--- src/rtl/dice_game_mp.sv ---
// dice_game_mp: multi-player craps controller (roll handshake, point phase, roll limit, shooter rotation, saturating win scores)
module dice_game_mp #(
  parameter int SUM_W = 4,
  parameter int PLAYERS = 2,
  parameter int MAX_ROLLS = 15,
  parameter int CNT_W = 8,
  localparam int PW = PLAYERS > 1 ? $clog2(PLAYERS) : 1
) (
  input  logic                     clk,
  input  logic                     rst,
  input  logic                     rb,
  input  logic                     new_game,
  input  logic                     sum_valid,
  input  logic [SUM_W-1:0]         sum,
  output logic                     roll,
  output logic                     win,
  output logic                     lose,
  output logic                     err,
  output logic [2:0]               state,
  output logic [SUM_W-1:0]         point,
  output logic [CNT_W-1:0]         roll_cnt,
  output logic [PW-1:0]            player,
  output logic [PLAYERS*CNT_W-1:0] score
);
  localparam logic [2:0] S0 = 3'b000, S1 = 3'b001, S2 = 3'b010, S3 = 3'b011, S4 = 3'b100, S5 = 3'b101;
  logic rb_q, rise, legal, ok, lim, err_n;
  logic [2:0] nxt;
  logic [CNT_W-1:0] cnt_inc;
  assign rise = rb & ~rb_q;
  assign legal = sum >= SUM_W'(2) && sum <= SUM_W'(12);
  assign ok = sum_valid & legal;
  assign cnt_inc = roll_cnt == '1 ? roll_cnt : roll_cnt + 1'b1;
  assign lim = (MAX_ROLLS != 0) && (cnt_inc == CNT_W'(MAX_ROLLS));
  assign err_n = sum_valid & ~legal & ~new_game & (state == S1 || state == S5);
  always_comb begin
    nxt = S0;
    case (state)
      S0: nxt = rise ? S1 : S0;
      S4: nxt = rise ? S5 : S4;
      S1: nxt = !ok ? S1 : (sum == SUM_W'(7) || sum == SUM_W'(11)) ? S2 :
                (sum == SUM_W'(2) || sum == SUM_W'(3) || sum == SUM_W'(12)) ? S3 : S4;
      S5: nxt = !ok ? S5 : sum == point ? S2 : (sum == SUM_W'(7) || lim) ? S3 : S4;
      S2: nxt = S2;
      S3: nxt = S3;
      default: nxt = S0;
    endcase
    if (new_game) nxt = S0;
  end
  always_ff @(posedge clk or negedge rst) begin
    if (!rst) begin
      rb_q <= 1'b0;
      state <= S0;
      roll <= 1'b0;
      win <= 1'b0;
      lose <= 1'b0;
      err <= 1'b0;
      point <= '0;
      roll_cnt <= '0;
      player <= '0;
      score <= '0;
    end else begin
      rb_q <= rb;
      state <= nxt;
      roll <= nxt == S1 || nxt == S5;
      win <= nxt == S2;
      lose <= nxt == S3;
      err <= err_n;
      if (new_game) begin
        point <= '0;
        roll_cnt <= '0;
        if (state == S2 || state == S3) player <= player == PW'(PLAYERS - 1) ? '0 : player + 1'b1;
      end else begin
        if (state == S1 && nxt == S4) begin
          point <= sum;
          roll_cnt <= '0;
        end
        if (state == S5 && ok) roll_cnt <= cnt_inc;
      end
      for (int i = 0; i < PLAYERS; i++)
        if (nxt == S2 && state != S2 && player == PW'(i) && score[i*CNT_W +: CNT_W] != '1)
          score[i*CNT_W +: CNT_W] <= score[i*CNT_W +: CNT_W] + 1'b1;
    end
  end
endmodule
--- config.mk ---
export PLATFORM = sky130hd
export DESIGN_NAME = dice_game_mp
export DESIGN_NICKNAME = d
export VERILOG_FILES = /design/src/rtl/dice_game_mp.sv
export SDC_FILE = /design/constraint.sdc
export NUM_CORES = 1
export LEC_CHECK = 0
export CAP_MARGIN = 20
export CORE_MARGIN = 1
export CORE_UTILIZATION = 44
export CTS_CLUSTER_DIAMETER = 200
export DETAILED_ROUTE_END_ITERATION = 10
export MAX_ROUTING_LAYER = met4
export PLACE_DENSITY = 0.7
export SKIP_CTS_REPAIR_TIMING = 1
export SYNTH_ARGS = -nofsm -noshare
export SYNTH_HDL_FRONTEND = slang
export SYNTH_SLANG_ARGS = --single-unit
export TNS_END_PERCENT = 1
--- constraint.sdc ---
create_clock -name clk -period 2.7 [get_ports clk]
set_input_delay 0.675 -clock clk [delete_from_list [all_inputs] [get_ports clk]]
set_output_delay 0.675 -clock clk [all_outputs]
set_load 0.005 [all_outputs]
# Yosys cells after proc, flatten, opt, wreduce, memory -nomap -nowiden
# Index checks and enable logic that the tools add are counted.
op_classes:
  reduce_logical: 19
  n_eq_ne: 21
  n_bitwise: 9
  muxes: 17
  n_lt_le_gt_ge: 2
  addsub: 4
ops:
  columns: ["cell", "count"]
  rows:
  - ["8-bit two-way mux", 4]
  - ["8-bit by 1-bit adder with 8-bit output (second input constant)", 3]
  - ["3-bit two-way mux", 7]
  - ["3-bit case mux with 6 select lines", 1]
  - ["8-bit inequality test (second input constant)", 2]
  - ["3-bit by 2-bit equality test with 1-bit output (second input constant)", 4]
  - ["3-bit equality test (second input constant)", 4]
  - ["4-bit by 2-bit equality test with 1-bit output (second input constant)", 2]
  - ["4-bit equality test (second input constant)", 2]
  - ["8-bit by 4-bit equality test with 1-bit output (second input constant)", 1]
  - ["8-bit equality test (second input constant)", 1]
  - ["1-bit logical AND", 8]
  - ["4-bit two-way mux", 2]
  - ["1-bit logical OR", 7]
  - ["3-bit by 1-bit equality test with 1-bit output (second input constant)", 2]
  - ["1-bit bitwise AND", 5]
  - ["4-bit by 3-bit equality test with 1-bit output (second input constant)", 1]
  - ["4-bit equality test", 1]
  - ["4-bit by 2-bit >= comparator with 1-bit output (second input constant)", 1]
  - ["4-bit less-or-equal comparator (second input constant)", 1]
  - ["1-bit inverter", 4]
  - ["3-bit zero test", 1]
  - ["1-bit two-way mux", 3]
  - ["3-bit by 2-bit inequality test with 1-bit output (second input constant)", 1]
  - ["4 further kinds", 4]
totals:
  reg_bits: 37
  output_inout_bits: 36
  input_bits: 9
  word_cells: 83

# Logic depth before layout (Yosys ltp)
# Gate-level depths: netlist (run 1).
depth:
  word_depth: 14
  ltp_mapped: 8
  ltp_nobuf: 7

# Worst setup path after synthesis (run 1)
# No wires, ideal clock.
synth_timing:
  kind: "input -> register"
  start: "input port sum[3]"
  end: "register roll_cnt[5]"
  arrival_ns: 2.187
  setup_time_ns: 0.120
  required_ns: 2.580
  path_buffers: 2
  path_slack_ns: 0.393
  cell_stages: 8
  cell_sequence: "buf_6 -> or3_4 -> and2_1 -> and3b_1 -> buf_2 -> nand4_1 -> mux2_2 -> and3_1"
synth_via:
  elab_chain_cells: 11
  word_cells_on_any_way: 28
  classes_between: "2 x order compare; 7 x eq/ne; 10 x mux; 1 x bitwise; 8 x reduce/logical"
synth_rtl:
  columns: ["element", "line", "source"]
  rows:
  - ["start: declaration", "14", "input logic [SUM_W-1:0] sum,"]
  - ["4-bit by 2-bit equality test with 1-bit output", "41", "(sum == SUM_W'(2) || sum == SUM_W'(3) || sum == SUM_W'(12)) ? S3 : S4;"]
  - ["1-bit logical OR (2 in a row)", "41", null]
  - ["3-bit two-way mux", "41", null]
  - ["3-bit two-way mux (2 in a row)", "40", "S1: nxt = !ok ? S1 : (sum == SUM_W'(7) || sum == SUM_W'(11)) ? S2 :"]
  - ["3-bit case mux with 6 select lines", "37", "case (state)"]
  - ["3-bit two-way mux", "47", "if (new_game) nxt = S0;"]
  - ["3-bit equality test", "73", "if (state == S1 && nxt == S4) begin"]
  - ["1-bit logical AND", "73", null]
  - ["3-bit nonzero test (no line)", null, null]
  - ["end signal: assignment", "77", "if (state == S5 && ok) roll_cnt <= cnt_inc;"]
  - ["end: declaration", "21", "output logic [CNT_W-1:0] roll_cnt,"]
# Several ways; a longest one is shown, not always the timed one.
# A chain may end at the register's enable or synchronous reset.

# Final worst setup path (run 1)
layout_timing:
  start: "input port sum[1]"
  end: "register score[1]"
layout_via:
  elab_chain_cells: 12
  word_cells_on_any_way: 26
  classes_between: "2 x order compare; 7 x eq/ne; 8 x mux; 1 x bitwise; 8 x reduce/logical"
layout_rtl:
  columns: ["element", "line", "source"]
  rows:
  - ["4-bit by 2-bit equality test with 1-bit output", "41", null]
  - ["1-bit logical OR (2 in a row)", "41", null]
  - ["3-bit two-way mux", "41", null]
  - ["3-bit two-way mux (2 in a row)", "40", null]
  - ["3-bit case mux with 6 select lines *", "37", null]
  - ["3-bit two-way mux *", "47", null]
  - ["3-bit by 2-bit equality test with 1-bit output *", "80", "if (nxt == S2 && state != S2 && player == PW'(i) && score[i*CNT_W +: CNT_W] != '1)"]
  - ["1-bit logical AND * (3 in a row)", "80", null]
  - ["end signal: indexed assignment", "81", "score[i*CNT_W +: CNT_W] <= score[i*CNT_W +: CNT_W] + 1'b1;"]
  - ["end: declaration", "23", "output logic [PLAYERS*CNT_W-1:0] score"]
# Mark *: on every way between the ends. The rest lies on a longest branch, timed or not.

==> impl_results.md, run 1 <==
- Final hold vios: 0
- Int Pwr: 0.826 mW
- First-pass GRT wire length: 8.42 mm
- Cts bufs inserted: 5
- Starting Density: 45.9%
- Crit-path max FO: 8
- Post-route setup TNS: 0 ps
- TritonCTS clock tree: yes
- Flop-to-flop setup slack: 580 ps
- Flops & latches, synth: 37
- Fmax: 0.381 GHz
- Via density: 5.43
- Hold Path Class: in2async
- GRT Residual Overflow: 0
- CP startpoint kind: input pin
- Clock Power Share: 36.5%
- RSZ-0062 raised after global routing: no
- Routed Wire Length: 4.92 mm
- Setup violators final: 0
- Die W: 72.4 µm
- Post-DRT Antenna Nets: 0
- Max-slew violations: 0
- Nets: 291
- I/O Buffers: 44
- I/O Pins: 45
- Final instance area: 2920 µm²
- Req. time, crit path: 2870 ps
- Worst slew margin: 44.0%
- Worst EP arrival: 2800 ps
- Die height: 72.4 µm
- CTS Sinks: 37
- Worst hold margin: 486 ps
- GPL Wtd Cong: 0.875
- Power per Cell Area: 376 nW/µm²
- IR drop worst, VDD: 0.279 mV
- Post-Synthesis Cells: 214
- Yosys cell types: 57
- Pre-antenna DRT Iters: 4
- Synth warn: 0
- Detailed Route Iter0 Violations: 155
- NetSw: 0.273 mW
- Via count: 1,879
- Pin count of the biggest net entering global routing: 38
- CTS H-Tree Depth: 2
- Finished Layout Cells: 346
- Core area: 4750 µm²
- Synthesized Nets: 226
- Seq/Total Area, Yosys: 42.4%
- Tot GR Track Use: 21.2%
- MaxCap Viol Count: 0
- Rows: 25
- Vias in the first global route: 1,805
- Static Leakage: 1.30 nW
- Drt wl/cell: 14.2 µm
- Synth Flop Type: dfrtp_1
- Placed cell areas: 2830 µm²
- Netlist area before placement: 2180 µm²
- Switching Share: 24.8%
- Clk Latency, worst-skew pair: 290 ps
- Fin crit share: 97.3%
- Average cell area after synthesis: 10.2 µm²
- Residual DRC: 0
- # diodes: 0
- FFs w/ async S/R, synth: 100%
- Critical Path Sink Type: register
- Crit path time final: 2630 ps
- Clock root buffer: clkbuf_8
- Total Die Area: 5250 µm²
- Comb power frac: 11.9%
- Post-synth EDFFs: 0
- Layout cells sized above 1: 18.3%
- Post-DP HPWL: 3.51 mm
- Critical setup path kind: in2reg
- Layout area overhead: 33.8%
- Status: finished, final reports clean
- Final setup skew: 14.8 ps
- Reg power frac: 51.6%
- Reg clk slew, reported paths: 80 ps
- Clock buffer depth: 2
- DP Cell Count: 339
- Antenna violations before repair: 0
- Least-Margin Pin Slew: 841 ps
cell families after synthesis:
family	Yosys count	synth area share (%)
simple gates	96	26.0
mux	8	4.24
xor+xnor	20	8.02
compound gates	36	14.4
fa+ha+maj	3	1.72
buf+inv	14	3.27
flops	37	42.4
cell usage after synthesis, types with 2 or more instances:
library cell	n	area, µm²
a21oi_1	8	40.0
a31oi_1	3	18.8
a41oi_1	3	26.3
and2_1	4	25.0
and3_1	8	50.1
and4_1	2	17.5
and4bb_1	2	25.0
buf_2	2	10.0
buf_4	2	15.0
clkbuf_1	4	15.0
dfrtp_1	37	926
ha_1	3	37.5
inv_1	4	15.0
mux2_4	2	30.0
mux2i_1	4	40.0
nand2_1	16	60.1
nand2_2	2	12.5
nand3_1	13	65.1
nand4_1	7	43.8
nand4b_1	4	35.0
nor2_1	15	56.3
nor2b_1	4	25.0
nor3_1	3	15.0
nor3b_1	3	22.5
nor3b_2	2	25.0
nor4_1	3	18.8
o21ai_0	3	15.0
o22a_1	4	35.0
xnor2_1	14	123
xor2_1	6	52.6
cells in the final DEF, fill, tap and decap left out, types with 2 or more instances in the layout:
| master | n |
|---|---|
| mux2_4 | 2 |
| nor4_1 | 3 |
| clkbuf_8 | 6 |
| inv_1 | 4 |
| and2_1 | 4 |
| a41oi_1 | 3 |
| a31oi_1 | 3 |
| nand4b_1 | 4 |
| nand4_1 | 7 |
| a21oi_1 | 8 |
| ha_1 | 3 |
| nor2_1 | 15 |
| dfrtp_1 | 37 |
| o22a_1 | 4 |
| nand2_2 | 2 |
| o21ai_0 | 3 |
| nor3b_1 | 3 |
| xor2_1 | 6 |
| nand2_1 | 16 |
| nor3b_2 | 2 |
| and3_1 | 8 |
| and4bb_1 | 2 |
| nor3_1 | 3 |
| nand3_1 | 13 |
| mux2i_1 | 4 |
| dlymetal6s2s_1 | 2 |
| clkdlybuf4s50_1 | 41 |
| buf_4 | 24 |
| and4_1 | 2 |
| xnor2_1 | 14 |
| nor2b_1 | 4 |
flip-flops by register name, summed over array words and instances (netlist names):
signal    flops
err           1
score        16
player        1
roll_cnt      8
rb_q          1
state         3
point         4
lose          1
win           1
roll          1
power groups by stage:
stage | sequential (mW) | combinational (mW) | clock [mW]
final | 0.567 | 0.130 | 0.401
after global routing | 0.569 | 0.143 | 0.433
after floorplan | 0.576 | 0.0678 | 0
after detailed placement | 0.579 | 0.131 | 0
after global placement | 0.579 | 0.130 | 0
after CTS | 0.568 | 0.132 | 0.410
metal layers:
layer  wire length (µm)  part of all wire [%]  GRT usage [%]  vias up
met3                190                   3.9           4.72        7
li1                   -                     -              -      916
met5                  0                     0              -        -
met1               2350                    48           27.5      911
met2               2320                    47           33.3       45
met4                 61                   1.2           6.10        0
stage by stage:
| step | setup slack (ps) | power, mW | utilization [%] |
|---|---|---|---|
| 2_1_floorplan | 393 | 0.644 | - |
| 3_3_place_gp | -192 | 0.708 | 59.4 |
| 3_5_place_dp | -263 | 0.709 | 59.4 |
| 4_1_cts | 54.7 | 1.11 | 61.3 |
| 5_1_grt | 12.8 | 1.14 | 61.4 |
| 6_report | 74.0 | 1.10 | 61.4 |
worst max-delay path, stage by stage:
cell and delay, ps:
clkdlybuf4s50_1 540, or3_4 470, and3_4 190, a32oi_2 230, o21ai_4 110, buf_4 170, nand2_2 80, mux2_1 330
final timing paths:
check                            startpoint          end  cells after the start
worst max-delay path                 sum[1]     score[1]                      8
worst min-delay path                    rst  roll_cnt[4]                      1
worst max register to register  roll_cnt[4]     score[1]                      7
worst min register to register     score[7]     score[7]                      1
max in group asynchronous               rst  roll_cnt[0]                      1
min in group clk                   score[7]     score[7]                      1
layout make-up:
cell class	instances	area, µm²
Tap cell	67	83.8
Timing Repair Buffer	68	621
Inverter	4	15.0
Clock inverter	1	7.51
Multi-Input combinational cell	163	1190
Clock buffer	6	82.6
Sequential cell	37	926
Fill cell	425	1830
(Power assumes the default switching activity.)
==> inputs of run 2 (changes only) <==
--- a/config.mk
+++ b/config.mk
@@ -11,7 +11,8 @@
 export CTS_CLUSTER_DIAMETER = 200
 export DETAILED_ROUTE_END_ITERATION = 10
 export MAX_ROUTING_LAYER = met4
-export PLACE_DENSITY = 0.7
+export PLACE_DENSITY = 0.79
+export RECOVER_POWER = 50
 export SKIP_CTS_REPAIR_TIMING = 1
 export SYNTH_ARGS = -nofsm -noshare
 export SYNTH_HDL_FRONTEND = slang
==> run 2 against run 1 <==
  * Register-to-register slack got worse by 50 ps
  * Maximum frequency increased by 5.4%
  * Sequential power about the same
  * Non-clock buffer count unchanged
  * Critical path type unchanged
  * Highest routed layer unchanged
  * Largest power group unchanged
  * Sequential cell count unchanged
==> impl_results.md, run 2 (synthesis results as in run 1) <==
- Critical path depth: 7
- Vias in the first global route: 1,791
- Layout area overhead: 36.4%
- GPL Wtd Cong: 0.870
- Req. time, crit path: 2880 ps
- IR drop worst, VDD: 0.316 mV
- Crit-path max FO: 5
- TritonCTS clock tree: yes
- Die height: 72.4 µm
- Crit path time final: 2490 ps
- GRT Residual Overflow: 0
- Fin crit share: 92.2%
- Final setup skew: 6.57 ps
- WHS Path Cells: 1
- Delay-heaviest family, CP: compound AO/OA/AOI/OAI gates
- Tot GR Track Use: 21.3%
- CTS H-Tree Depth: 2
- Hold Path Class: reg2reg
- # diodes: 0
- Total Die Area: 5250 µm²
- Bufs and invs on worst path: 1
- Pre-antenna DRT Iters: 4
- MaxCap Viol Count: 0
- Number of flip-flops in the largest register: 16
- Worst slew margin: 40.9%
- DP Cell Count: 339
- Worst EP arrival: 2670 ps
- First-pass GRT wire length: 8.29 mm
- Filler cell count: 413
- Die W: 72.4 µm
- Power per Cell Area: 425 nW/µm²
- CP startpoint kind: input pin
- Final hold vios: 0
- Residual DRC: 0
- Detailed Route Iter0 Violations: 144
- Layout cells sized above 1: 17.9%
- Commonest non-fill, non-tap cell in the layout: dfrtp_1
- CTS Sinks: 37
- Top flop regs: score x16, roll_cnt x8, point x4
- Most flop-heavy register: score
- Nets: 291
- Worst hold margin: 495 ps
- Fmax: 0.401 GHz
- Finished Layout Cells: 347
- Status: finished, final reports clean
- Max-slew violations: 0
- I/O Buffers: 44
- Static Leakage: 1.40 nW
- Clock buffer depth: 2
- I/O Pins: 45
- Via count: 1,922
- Routed Wire Length: 4.93 mm
- Cts bufs inserted: 5
- Slowest stage delay, CP: 530 ps
- Via density: 5.54
- Drt wl/cell: 14.2 µm
- Post-DP HPWL: 3.67 mm
- Antenna violations before repair: 0
- Crit path cell chain: clkdlybuf4s50_1 -> and4bb_1 -> a2111oi_4 -> nor3_2 -> o211a_1 -> nand2_2 -> mux2_1
- Critical setup path kind: in2reg
- Least-Margin Pin Slew: 886 ps
- Starting Density: 45.9%
- Slowest stage cell, crit path: clkdlybuf4s50_1
- Pin count of the biggest net entering global routing: 38
- RSZ-0062 raised after global routing: no
- Setup violators final: 0
- Critical Path Sink Type: register
- Reg clk slew, reported paths: 70 ps
- Post-DRT Antenna Nets: 0
- Clk Latency, worst-skew pair: 290 ps
- Reg2Reg Depth: 7
- Core area: 4750 µm²
- Highest-count cells in the layout ignoring fill and taps: dfrtp_1, clkdlybuf4s50_1, buf_4
- Clock root buffer: clkbuf_8
- Rows: 25
-- run 2: cell type report --
| type | count | area, µm² | area share, % |
|---|---|---|---|
| Clock buffer | 5 | 68.8 | 2.31 |
| Clock inverter | 3 | 65.1 | 2.18 |
| Inverter | 4 | 15.0 | 0.504 |
| Multi-Input combinational cell | 163 | 1190 | 39.8 |
| Sequential cell | 37 | 926 | 31.1 |
| Tap cell | 67 | 83.8 | 2.81 |
| Timing Repair Buffer | 68 | 634 | 21.3 |
-- run 2: metrics by stage --
step | cell area, µm² | power [mW] | setup WS (ps) | setup TNS [ps] | utilization (%)
after floorplan | 2180 | 0.644 | 393 | 0 | -
after global placement | 2840 | 0.710 | -182 | -2020 | 59.8
after detailed placement | 2840 | 0.714 | -217 | -2930 | 59.8
after CTS | 2980 | 1.28 | 84.1 | 0 | 62.6
after global routing | 2980 | 1.31 | 84.2 | 0 | 62.7
final | 2980 | 1.27 | 209 | 0 | 62.7
-- run 2: worst paths after layout --
kind | startpoint | endpoint | slack [ps]
max in group asynchronous | rst | rb_q | 1100
max | sum[0] | score[1] | 210
min | score[7] | score[7] | 500
max reg2reg | roll_cnt[0] | score[9] | 530
min in group asynchronous | rst | point[0] | 1040
min reg2reg | score[7] | score[7] | 500
-- run 2: routing by layer --
layer	track usage, %	vias to the layer above	share of wire [%]
met5	-	-	0
met4	6.97	0	1.4
met3	4.44	8	4.5
met2	35.1	60	50
met1	26.1	936	44
li1	-	918	-
-- run 2: power by group --
part           leakage (nW)  switching, mW  internal (mW)  total, mW
Clock                0.0681          0.201          0.367      0.568
Sequential            0.513        0.00793          0.560      0.568
Combinational         0.814         0.0665         0.0651      0.132
==> inputs of run 3 (changes only) <==
--- a/config.mk
+++ b/config.mk
@@ -6,13 +6,13 @@
 export NUM_CORES = 1
 export LEC_CHECK = 0
 export CAP_MARGIN = 20
-export CORE_MARGIN = 1
+export CORE_MARGIN = 2
 export CORE_UTILIZATION = 44
 export CTS_CLUSTER_DIAMETER = 200
 export DETAILED_ROUTE_END_ITERATION = 10
 export MAX_ROUTING_LAYER = met4
 export PLACE_DENSITY = 0.79
-export RECOVER_POWER = 50
+export RECOVER_POWER = 100
 export SKIP_CTS_REPAIR_TIMING = 1
 export SYNTH_ARGS = -nofsm -noshare
 export SYNTH_HDL_FRONTEND = slang
==> constraint.sdc (replaced) <==
create_clock -name clk -period 2.7 [get_ports clk]
set_input_delay 0.27 -clock clk [delete_from_list [all_inputs] [get_ports clk]]
set_output_delay 0.27 -clock clk [all_outputs]
set_load 0.005 [all_outputs]
==> run 3 against run 2 <==
  * Cell count fell by 5.5%
  * Setup slack got worse by 5.2 ps
  * Clock power fell by 31%
  * First-iteration DRC count rose by 6.3%
  * Sequential power barely moved
  * Design area fell by 7.4%
  * Largest power group unchanged
  * Wire length fell by 1.2%
==> impl_results.md, run 3 (synthesis results as in run 1) <==
- WHS Endpoint: score[13]
- Core area: 4750 µm²
- Clock buffer depth: 2
- GPL Wtd Cong: 0.884
- Least-Margin Pin Slew: 855 ps
- Fin crit share: 92.4%
- Antenna violations before repair: 0
- I/O Pins: 45
- GR Util met1: 25.5%
- Critical Path Sink Type: register
- I/O Buffers: 44
- Static Leakage: 1.31 nW
- Total Die Area: 5540 µm²
- Vias in the first global route: 1,745
- Layout area overhead: 26.3%
- Final hold vios: 0
- Highest-count cells in the layout ignoring fill and taps: dlygate4sd3_1, dfrtp_1, nand2_1
- Fmax: 0.401 GHz
- Residual DRC: 0
- WHS Path Cells: 1
- Setup violators final: 0
- Status: finished, final reports clean
- Reg power frac: 53.1%
- Power per Cell Area: 388 nW/µm²
- Tot GR Track Use: 19.2%
- R2r endpoint: score[9]
- Req. time, crit path: 2880 ps
- Cts bufs inserted: 5
- NetSw: 0.260 mW
- Post-route setup TNS: 0 ps
- Starting Density: 45.9%
- CP startpoint kind: input pin
- First-pass GRT wire length: 7.98 mm
- Post-DP HPWL: 3.61 mm
- Rows: 25
- Via density: 5.67
- Worst slew margin: 42.8%
- Filler cell count: 453
- Most flop-heavy register: score
- MaxCap Viol Count: 0
- Post-DRT Antenna Nets: 0
- Detailed Route Iter0 Violations: 153
- Max-slew violations: 0
- Worst EP arrival: 2680 ps
- Drt wl/cell: 14.8 µm
- Hold Path Class: reg2reg
- Via count: 1,861
- Clock root buffer: clkbuf_8
- HP Start: score[13]
- Worst R2R Start: roll_cnt[0]
- Met3 Usage GRT: 4.20%
- Nets: 273
- Flop-to-flop setup slack: 350 ps
- Reg clk slew, reported paths: 70 ps
- Clock Power Share: 36.6%
- Routed Wire Length: 4.87 mm
- Comb power frac: 10.3%
- Critical setup path kind: in2reg
- CTS H-Tree Depth: 2
- Switching Share: 24.3%
- Met2 Use GR: 29.6%
- Layout cells sized above 1: 9.20%
- Die height: 74.4 µm
- Worst hold margin: 493 ps
- RSZ-0062 raised after global routing: no
- Final setup skew: 3.62 ps
- GR peak layer: met2
- GRT Residual Overflow: 0
- Crit path time final: 2500 ps
- Int Pwr: 0.809 mW
- TritonCTS clock tree: yes
- Clk Latency, worst-skew pair: 290 ps
- CTS Sinks: 37
- Top flop regs: score x16, roll_cnt x8, point x4
- Number of flip-flops in the largest register: 16
- Reg2Reg Depth: 7
- IR drop worst, VDD: 0.207 mV
- Pre-antenna DRT Iters: 4
- # diodes: 0
- Pin count of the biggest net entering global routing: 20
- Commonest non-fill, non-tap cell in the layout: dlygate4sd3_1
- Crit-path max FO: 9
- Die W: 74.4 µm
run 3: critical path: stages:
cell and delay (ps):
dlygate4sd3_1 670, xor2_1 230, o41ai_1 390, o21bai_1 290, o2111a_1 400, nand2_2 110
mux2_4 300
run 3: per-layer routing:
| metal | up-vias | share of wire (%) |
|---|---|---|
| met2 | 71 | 48 |
| met1 | 904 | 45 |
| li1 | 881 | - |
| met4 | 0 | 1.0 |
| met5 | - | 0 |
| met3 | 5 | 6.2 |
run 3: cell type report:
class / count / area (µm²) / area share (%)
timing repair buffer: 50 / 470 / 17.1
inverter: 4 / 15.0 / 0.544
multi-input combinational: 163 / 1180 / 42.6
clock buffer: 7 / 86.3 / 3.13
tap: 67 / 83.8 / 3.04
sequential: 37 / 926 / 33.6
run 3: power by group through the flow:
stage	sequential (mW)	clock, mW	combinational [mW]
2_1_floorplan	0.576	0	0.0678
3_3_place_gp	0.578	0	0.113
3_5_place_dp	0.578	0	0.116
4_1_cts	0.568	0.404	0.116
5_1_grt	0.569	0.420	0.121
6_report	0.568	0.391	0.110
run 3: worst max path at each step:
stage / end / slack (ps) / depth (start not counted) / from
3_3_place_gp: score[1] / 150 / 8 / sum[2]
3_5_place_dp: score[1] / 60 / 8 / sum[2]
6_report: score[9] / 200 / 7 / sum[3]
2_1_floorplan: score[12] / 710 / 7 / state[0]
5_1_grt: score[9] / 130 / 7 / sum[3]
4_1_cts: score[1] / 370 / 8 / sum[2]
run 3: stage by stage:
stage / std cells / total power [mW] / utilization (%) / worst slack (ps) / cell area [µm²]
2_1_floorplan: 214 / 0.644 / - / 715 / 2180
3_3_place_gp: 321 / 0.692 / 56.7 / 149 / 2700
3_5_place_dp: 321 / 0.694 / 56.7 / 57.2 / 2700
4_1_cts: 328 / 1.09 / 58.5 / 368 / 2780
5_1_grt: 328 / 1.11 / 58.0 / 128 / 2760
6_report: 328 / 1.07 / 58.0 / 204 / 2760
